`src/rtl/if_id_stage.sv`:
```
// Fetch PC generation plus the IF/ID pipeline register, with stall and flush counters.
// Latency: one cycle from fetch to IF/ID. Flow control: pc_write/IF_ID_write hold state; branch_taken flushes with a bubble.
module if_id_stage #(
    parameter int unsigned     XLEN      = 64,
    parameter logic [XLEN-1:0] RESET_PC  = '0,
    parameter logic [31:0]     NOP_INSTR = 32'h0000_0013
) (
    input  logic            clk,
    input  logic            rst,
    input  logic            pc_write,
    input  logic            IF_ID_write,
    input  logic            branch_taken,
    input  logic [XLEN-1:0] branch_target,
    output logic [XLEN-1:0] imem_addr,
    input  logic [31:0]     imem_rdata,
    output logic [XLEN-1:0] IF_ID_pc,
    output logic [31:0]     IF_ID_instr,
    output logic            IF_ID_valid,
    output logic [4:0]      IF_ID_rs1,
    output logic [4:0]      IF_ID_rs2,
    output logic [31:0]     stall_count,
    output logic [31:0]     flush_count
);

    typedef struct packed {
        logic [XLEN-1:0] pc;
        logic [31:0]     instr;
        logic            vld;
    } ifid_t;

    localparam ifid_t BUBBLE = '{pc: '0, instr: NOP_INSTR, vld: 1'b0};

    logic [XLEN-1:0] pc_q;
    logic [XLEN-1:0] pc_nxt;
    ifid_t           ifid_q;
    ifid_t           ifid_nxt;
    logic [31:0]     stall_q;
    logic [31:0]     flush_q;
    logic            stall_inc;

    // A redirect outranks both the stall and the IF/ID load enable.
    always_comb begin
        pc_nxt   = pc_q;
        ifid_nxt = ifid_q;
        if (branch_taken) begin
            pc_nxt   = branch_target & ~XLEN'(3);
            ifid_nxt = BUBBLE;
        end else begin
            if (pc_write) begin
                pc_nxt = pc_q + XLEN'(4);
            end
            if (IF_ID_write) begin
                ifid_nxt = '{pc: pc_q, instr: imem_rdata, vld: 1'b1};
            end
        end
    end

    assign stall_inc = !branch_taken && !pc_write;

    always_ff @(posedge clk) begin
        if (rst) begin
            pc_q    <= RESET_PC;
            ifid_q  <= BUBBLE;
            stall_q <= '0;
            flush_q <= '0;
        end else begin
            pc_q   <= pc_nxt;
            ifid_q <= ifid_nxt;
            if (stall_inc && (stall_q != 32'hFFFF_FFFF)) begin
                stall_q <= stall_q + 32'd1;
            end
            if (branch_taken && (flush_q != 32'hFFFF_FFFF)) begin
                flush_q <= flush_q + 32'd1;
            end
        end
    end

    assign imem_addr   = pc_q;
    assign IF_ID_pc    = ifid_q.pc;
    assign IF_ID_instr = ifid_q.instr;
    assign IF_ID_valid = ifid_q.vld;
    assign IF_ID_rs1   = ifid_q.instr[19:15];
    assign IF_ID_rs2   = ifid_q.instr[24:20];
    assign stall_count = stall_q;
    assign flush_count = flush_q;

endmodule
```
`config.mk`:
```
export PLATFORM = sky130hd
export DESIGN_NAME = if_id_stage
export DESIGN_NICKNAME = d
export VERILOG_FILES = /design/src/rtl/if_id_stage.sv
export SDC_FILE = /design/constraint.sdc
export NUM_CORES = 1
export LEC_CHECK = 0
export CAP_MARGIN = 10
export CORE_ASPECT_RATIO = 0.8
export CORE_MARGIN = 1
export CORE_UTILIZATION = 30
export DETAILED_ROUTE_END_ITERATION = 16
export GPL_TIMING_DRIVEN = 0
export PLACE_DENSITY = 0.59
export SYNTH_ARGS = -nofsm -noshare
export SYNTH_HDL_FRONTEND = slang
export SYNTH_SLANG_ARGS = --single-unit
```
`constraint.sdc`:
```
create_clock -name clk -period 4.5 [get_ports clk]
set_input_delay 0.9 -clock clk [delete_from_list [all_inputs] [get_ports clk]]
set_output_delay 0.9 -clock clk [all_outputs]
set_load 0.01 [all_outputs]
```
## After elaboration in Yosys (flattened, before gate mapping)

Cells that the tools add are included.

- Register bits: 225
- Output and inout bits: 235
- Word-level logic and storage cells: 21

- Add/sub/neg operators: 3
- Equality and inequality tests: 2
- Multiplexer cells: 2
- Reduce and logical (&&, ||, !) cells: 7

Operators with widths:

| cell | count |
|---|---|
| two-way mux 64 bit | 2 |
| adder 32 x 1 -> 32 bit, second input constant | 2 |
| adder 64 x 3 -> 64 bit, second input constant | 1 |
| inequality test 32 bit, second input constant | 2 |
| logical AND 1 bit | 3 |
| zero test 1 bit | 2 |
| nonzero test 2 bit | 1 |
| OR reduction 2 bit | 1 |

## Longest topological paths before layout

Gate-level depths: netlist of run 1.

- Depth after elaboration: 3
- Mapped depth: 8
- Mapped depth without buffers: 6

## Worst setup path after synthesis of run 1

OpenSTA, ideal clock, no wires.

- Kind: input to register
- Start: in pc_write
- End: reg stall_q[29] (netlist: stall_count[29])
- Arrival time: 2.335 ns
- Required time: 4.379 ns
- Slack: 2.044 ns
- Stages: 6
- Buffers on the path: 1
- Path through: nand4bb_1 nor4_2 nand3_1 clkbuf_1 nor4_1 mux2_2

- Longest elaborated chain between the ends: 3

RTL lines:

| what | line | source |
|---|---|---|
| from (decl) | 10 | `input logic pc_write,` |
| zero test 1 bit | 58 | `assign stall_inc = !branch_taken && !pc_write;` |
| logical AND 1 bit | 58 |  |
| logical AND 1 bit | 69 | `if (stall_inc && (stall_q != 32'hFFFF_FFFF)) begin` |
| to (signal assigned) | 70 | `stall_q <= stall_q + 32'd1;` |
| to (decl) | 37 | `logic [31:0] stall_q;` |

No other way between the ends.
A chain may end at the register's enable or synchronous reset.

## Worst setup path in the final report of run 1

- Start: in branch_taken
- End: reg pc_q[14] (netlist: imem_addr[14])

- Longest elaborated chain between the ends: 1

RTL lines:

| what | line | source |
|---|---|---|
| from (decl) | 12 | `input logic branch_taken,` |
| two-way mux 64 bit / nonzero test 2 bit (equally long branches) | -- |  |
| to (signal assigned) | 67 | `pc_q <= pc_nxt;` |
| to (decl) | 33 | `logic [XLEN-1:0] pc_q;` |

Parallel ways exist; a longest one is shown, timed or not.

==> reports/metrics.yaml, run 1 <==
slew_headroom_pct: 35.0
ys_seq_area_share_pct: 42.6
antenna_found_initial: 3
ctsLongestPathBuffers: 3
viasPerCell: 4.99
maxSlewViolCount: 0
hpwlAfterDp_mm: 28.8
hold_violations: 0
htreeDepth: 1
grt_pass1_vias: 9517
p_int_w: 0.00373
numCtsBuffers: 26
cp-end-kind: "flop"
area_delta_synth_final_pct: 46.5
status: "finished clean"
fmax_mhz: 306
crit_path_top_delay_cell: "clkdlybuf4s50_1"
place_congestion: 0.828
synth-seq-cells: 221
leakage_nw: 5.52
portBuffers: 328
start_kind: "input port"
avgSynthCellArea_um2: 8.82
yosysUniqueCellTypes: 59
mostFrequentLayoutCell: "clkdlybuf4s50_1"
path_max_fanout: 10
synth_cells: 1177
synth_flop_cell: "dfxtp_1"
ios: 336
dr_total_vias: 10100
power_w: 0.00494
layout_common_cells: "328 x clkdlybuf4s50_1, 221 x dfxtp_1, 185 x nor2_1"
synth.top_cell.area_share_pct: 42.6
drt-wirelength-per-cell_um: 18.8
cp_common_cell: "clkbuf_1"
yosysWarnings: 0
synthesis.area_um2: 10400
die_w_um: 210
cp_slowest_stage_delay_ns: 0.69
setup_violations: 0
cts_tree: "done"
rows: 60
min_period_ns: 3.27
die-area_um2: 35300
switching_power_w: 0.00121
gr-total-overflow: 0
path_cells: "clkdlybuf4s50_1 -> clkbuf_1 -> clkbuf_1 -> clkbuf_1 -> nand2_1 -> a21oi_1"
fin_nets: 1640
finalWirelength_mm: 38.0
hold_path_class: "flop to flop"
p_comb_share_pct: 10.7
synth_top_area_cell: "dfxtp_1"
clkTransAtPathRegs_ns: 0.06
postCtsSetupBuffers: 0
powerDensity_nw_per_um2: 325
dr.pass1.iters: 5
cts_resized: 0
cp_data_required_time_ns: 4.96
power_frac_seq_pct: 42.6
drv_cap: 0
tns_ns: 0
finalClockSkew_ns: 0.0156
synthTopCellsByArea: "dfxtp_1 43%, mux2i_1 10%, nor2_1 6.7%, xor2_1 3.5%, nand4_1 3.0%"
worst_pin_slew_ns: 0.975
fin_crit_sh_pct: 72.6
clkLatencyLatePin_ns: 0.54
synth_edf_count: 0
groute.usage.overall_pct: 20.9
cts_hold_buf: 0
fillers: 3305
drive_above_1_share_pct: 6.82
dieHeight_um: 168
cts_root_buffer: "clkbuf_16"
pwr-share-clk_pct: 46.7
ant_nets: 0
path_class: "input port to flop"
start_util_pct: 30.7
drt_iter0_markers: 683
drc_errors: 0
coreArea_um2: 33900
cts.sinks: 221
grt_pass1_wl_mm: 57.4
synthArstFlopShare_pct: 0
crit_arrival_ns: 3.72
rsz0062_at_grt: "no"
switching_share_pct: 24.4
peakVddDrop_mv: 0.282
grt_max_degree: 13
==> cells by family (layout without fill, tap and decap cells) <==
logic type,Yosys count,in the layout,synth area share [%]
and+or+nand+nor,505,505,25.8
muxes,110,110,10.7
other,1,7,0.0361
AOI/OAI and AO/OA,169,169,10.4
DFF,221,221,42.6
xor gates and xnor gates,62,62,5.23
buffers and inverters,106,481,4.86
adders and majority gates,3,3,0.362
==> cells in the mapped netlist (all sizes together), types with 6 or more instances <==
| master | n |
|---|---|
| dfxtp | 221 |
| nor2 | 185 |
| mux2i | 106 |
| nand2 | 73 |
| a21oi | 58 |
| nand4 | 57 |
| clkbuf | 50 |
| xor2 | 41 |
| nand3 | 39 |
| nor4 | 37 |
| o21ai | 36 |
| buf | 35 |
| or3 | 33 |
| a211oi | 31 |
| inv | 21 |
| xnor2 | 21 |
| and4 | 19 |
| and3 | 13 |
| o31ai | 13 |
| or4 | 13 |
| nor3 | 12 |
| and2 | 7 |
| o211ai | 6 |
==> cell type report <==
cell class / count / area (um^2) / share of cell area [%]
antenna: 3 / 7.51 / 0.0494
buffer: 85 / 425 / 2.80
clock buffer: 37 / 783 / 5.15
clock inverter: 10 / 154 / 1.01
inverter: 21 / 78.8 / 0.519
multi-input combinational: 853 / 5460 / 35.9
sequential: 221 / 4420 / 29.1
tap: 465 / 582 / 3.83
timing repair buffer: 328 / 3280 / 21.6
==> worst max-delay path, delay by kind of cell <==
kind	cells	cell delay, ns
AOI/OAI and AO/OA	1	0.16
and+or+nand+nor	1	0.14
buffers and inverters	4	2.49
==> path summary, 6_finish.rpt <==
path                  start             end  slack, ns  cells past startpoint
min          IF_ID_instr[0]  IF_ID_instr[0]       0.47                      2
max reg2reg    imem_addr[4]   imem_addr[49]       1.78                      6
min reg2reg  IF_ID_instr[0]  IF_ID_instr[0]       0.47                      2
max            branch_taken   imem_addr[14]       1.23                      6
==> registers in the layout (all words and copies together), names as in the netlist <==
name	cells
IF_ID_instr	32
IF_ID_valid	1
imem_addr	62
stall_count	32
flush_count	32
IF_ID_pc	62
==> power groups by stage <==
stage	clock network [W]	logic, W	registers (W)
2_1_floorplan	0	0.000212	0.00215
3_3_place_gp	0	0.000525	0.00215
3_5_place_dp	0	0.000531	0.00215
4_1_cts	0.00237	0.000534	0.00210
5_1_grt	0.00244	0.000570	0.00211
6_report	0.00231	0.000530	0.00211
==> routing by layer <==
metal | vias up | global-route usage [%] | routed length [um]
met2 | 271 | 31.9 | 16300
li1 | 4947 | - | -
met3 | 45 | 4.46 | 2320
met1 | 4840 | 29.8 | 18600
met4 | 0 | 4.92 | 756
met5 | - | 0 | 0
==> per-stage QoR <==
step | utilization, % | cells | hold slack (ns) | setup WS, ns | instance area (um^2)
after floorplan | - | 1180 | 0.504 | 2.04 | 10400
after global placement | 42.1 | 1973 | 0.454 | 0.788 | 14300
after detailed placement | 42.1 | 1973 | 0.461 | 0.754 | 14300
after CTS | 44.9 | 2020 | 0.476 | 1.31 | 15200
after global routing | 44.9 | 2021 | 0.495 | 1.04 | 15200
final | 44.9 | 2023 | 0.473 | 1.23 | 15200
(Power assumes the default switching activity.)
==> run 2, diff against run 1 <==
==> constraint.sdc (replaced) <==
create_clock -name clk -period 3.2 [get_ports clk]
set_input_delay 0.64 -clock clk [delete_from_list [all_inputs] [get_ports clk]]
set_output_delay 0.64 -clock clk [all_outputs]
set_load 0.01 [all_outputs]
==> results of run 2 <==
Same layout as run 1 (identical final DEF). Status: finished clean.
Among the figures that moved: setup slack after placement 0.754 ns -> -0.286 ns; setup slack after layout 1.23 ns -> 0.193 ns; register-to-register setup slack 1.78 ns -> 0.48 ns; total power 0.00494 W -> 0.00695 W; worst IR drop on VDD 0.282 mV -> 0.396 mV
==> run 3, diff against run 2 <==
--- a/config.mk
+++ b/config.mk
@@ -7,11 +7,13 @@
 export LEC_CHECK = 0
 export CAP_MARGIN = 10
 export CORE_ASPECT_RATIO = 0.8
-export CORE_MARGIN = 1
+export CORE_MARGIN = 5
 export CORE_UTILIZATION = 30
 export DETAILED_ROUTE_END_ITERATION = 16
 export GPL_TIMING_DRIVEN = 0
 export PLACE_DENSITY = 0.59
+export SETUP_SLACK_MARGIN = 0.3
+export SLEW_MARGIN = 25
 export SYNTH_ARGS = -nofsm -noshare
 export SYNTH_HDL_FRONTEND = slang
 export SYNTH_SLANG_ARGS = --single-unit
==> reports/metrics.yaml, run 3 (synthesis gave the netlist of run 1 again) <==
status: "finished clean"
dieHeight_um: 176  # +4.8%
path_class: "input port to flop"
hold_violations: 0  # unchanged
portBuffers: 328  # unchanged
finalWirelength_mm: 38.9  # +2.2%
cp_slowest_stage_delay_ns: 0.71  # +0.02 ns
place_congestion: 0.832  # +0.45%
worst_pin_slew_ns: 0.952  # -0.0226 ns
cp-end-kind: "flop"
area_delta_synth_final_pct: 46.3  # about the same
viasPerCell: 4.98  # -0.34%
cts_root_buffer: "clkbuf_16"
cts_tree: "done"
path_buf_inv: 1  # -3
cts.sinks: 221  # unchanged
path_cells: "clkdlybuf4s50_1 -> nand3_1 -> nor2_1 -> nand4_1 -> o21a_1 -> o31a_1"
htreeDepth: 1  # unchanged
finalClockSkew_ns: 0.0169  # +0.00131 ns
multi_input_area_um2: 5470  # +0.16%
clkLatencyLatePin_ns: 0.54  # about the same
cp_data_required_time_ns: 3.62
ant_nets: 0  # unchanged
rr_endpoint: "imem_addr[45]"
mostFrequentLayoutCell: "clkdlybuf4s50_1"
hpwlAfterDp_mm: 30.0  # +4.1%
fin_nets: 1640  # unchanged
ctsLongestPathBuffers: 3  # unchanged
endpoint: "imem_addr[45]"
area.sequential_um2: 4420  # unchanged
dpl-instance-area_um2: 14300  # unchanged
groute.usage.overall_pct: 19.4  # -1.5 points
coreArea_um2: 33900  # unchanged
clkTransAtPathRegs_ns: 0.06  # about the same
start_util_pct: 30.7  # unchanged
grt_max_degree: 14  # +1
reg2reg_from: "imem_addr[4]"
startpoint: "pc_write"
fin_crit_sh_pct: 89.4
powerDensity_nw_per_um2: 451
reg2regPathDepth: 6  # unchanged
dr.pass1.iters: 5  # unchanged
drc_errors: 0  # unchanged
crit_family: "simple AND/OR/NAND/NOR gates"
hold_path_class: "flop to flop"
grt_pass1_vias: 9729  # +2.2%
drive_above_1_share_pct: 7.13  # +0.32 points
drt-wirelength-per-cell_um: 19.2  # +2.3%
start_kind: "input port"
holdWs_ns: 0.475  # +0.00257 ns
peakVddDrop_mv: 0.268
min_period_ns: 2.86
rsz0062_at_grt: "no"
rrSetupSlack_ns: 0.38
layout_common_cells: "328 x clkdlybuf4s50_1, 221 x dfxtp_1, 185 x nor2_1"
path_depth: 6  # unchanged
gr-total-overflow: 0  # unchanged
slew_headroom_pct: 36.5  # +1.5 points
dr_total_vias: 10100  # -0.39%
fillers: 3320  # +0.45%
maxSlewViolCount: 0  # unchanged
drv_cap: 0  # unchanged
die_w_um: 218  # +3.8%
path_max_fanout: 8  # -2
ios: 336  # unchanged
numCtsBuffers: 26  # unchanged
tns_ns: 0  # unchanged
rows: 60  # unchanged
fmax_mhz: 350
final_area_um2: 15200  # about the same
leakage_nw: 5.53  # +0.21%
crit_path_top_delay_cell: "nor2_1"
grt_pass1_wl_mm: 59.3  # +3.3%
antenna_found_initial: 2  # -1
drt_iter0_markers: 727  # +6.4%
die-area_um2: 38400  # +8.7%
crit_arrival_ns: 3.28
setup_violations: 0  # unchanged
run 3: cell count changes in the layout (fill, tap and decap cells not counted), moves of 2 or more:
cell / delta
clkbuf_8: -2
clkbuf_1: -4
clkbuf_2: +4
clkinvlp_4: +2
diode_2: -2
run 3: how the worst min path moves through the flow:
stage / slack [ns] / cells after the start / from / end
2_1_floorplan: 0.50 / 2 / stall_count[25] / stall_count[25]
3_3_place_gp: 0.45 / 2 / IF_ID_valid / IF_ID_valid
3_5_place_dp: 0.47 / 2 / IF_ID_instr[4] / IF_ID_instr[4]
4_1_cts: 0.48 / 2 / IF_ID_instr[4] / IF_ID_instr[4]
5_1_grt: 0.50 / 2 / IF_ID_instr[4] / IF_ID_instr[4]
6_report: 0.48 / 2 / IF_ID_instr[4] / IF_ID_instr[4]
run 3: through the flow:
step | cells | util, % | setup slack, ns | power, W
final | 2022 | 44.8 | 0.339 | 0.00685
after global routing | 2022 | 44.8 | 0.322 | 0.00713
after CTS | 2021 | 44.8 | 0.342 | 0.00696
after detailed placement | 1973 | 42.1 | -0.279 | 0.00377
after global placement | 1973 | 42.1 | -0.243 | 0.00376
after floorplan | 1180 | - | 1.00 | 0.00332
run 3: tightest hold or removal path: cells and delay by family (launching register included):
family | cells | cell delay [ns]
DFF | 1 | 0.33
and+or+nand+nor | 1 | 0.06
muxes | 1 | 0.06
run 3: repair_timing:
item | 4_1_cts | 5_1_grt
setup endpoints to repair | 1 | 24
setup buffers | 0 | 0
resized for setup | 1 | 9
pin swaps | 0 | 0
hold buffers | 0 | 0
hold endpoints to repair | 0 | 0
run 3: cell type report:
| type | instances | area share [%] |
|---|---|---|
| Buffer | 85 | 2.88 |
| Antenna cell | 1 | 0.0165 |
| Multi-Input combinational cell | 853 | 36.0 |
| Tap cell | 465 | 3.83 |
| Clock buffer | 35 | 4.98 |
| Inverter | 21 | 0.519 |
| Clock inverter | 13 | 1.01 |
| Timing Repair Buffer | 328 | 21.6 |
| Sequential cell | 221 | 29.1 |
run 3: power breakdown:
part           total [W]  leakage, nW  switching [W]  internal (W)
sequential       0.00296         1.80       0.000122       0.00284
clock            0.00315        0.447        0.00125       0.00190
combinational   0.000745         3.28       0.000349      0.000396
run 3: routing by layer:
| layer | track usage, % | part of all wire (%) | vias to the layer above | wire, um |
|---|---|---|---|---|
| li1 | - | - | 4957 | - |
| met4 | 3.85 | 1.9 | 2 | 757 |
| met5 | 0 | 0.033 | - | 13 |
| met3 | 4.90 | 6.6 | 48 | 2570 |
| met2 | 29.9 | 44 | 276 | 17000 |
| met1 | 27.6 | 48 | 4781 | 18500 |
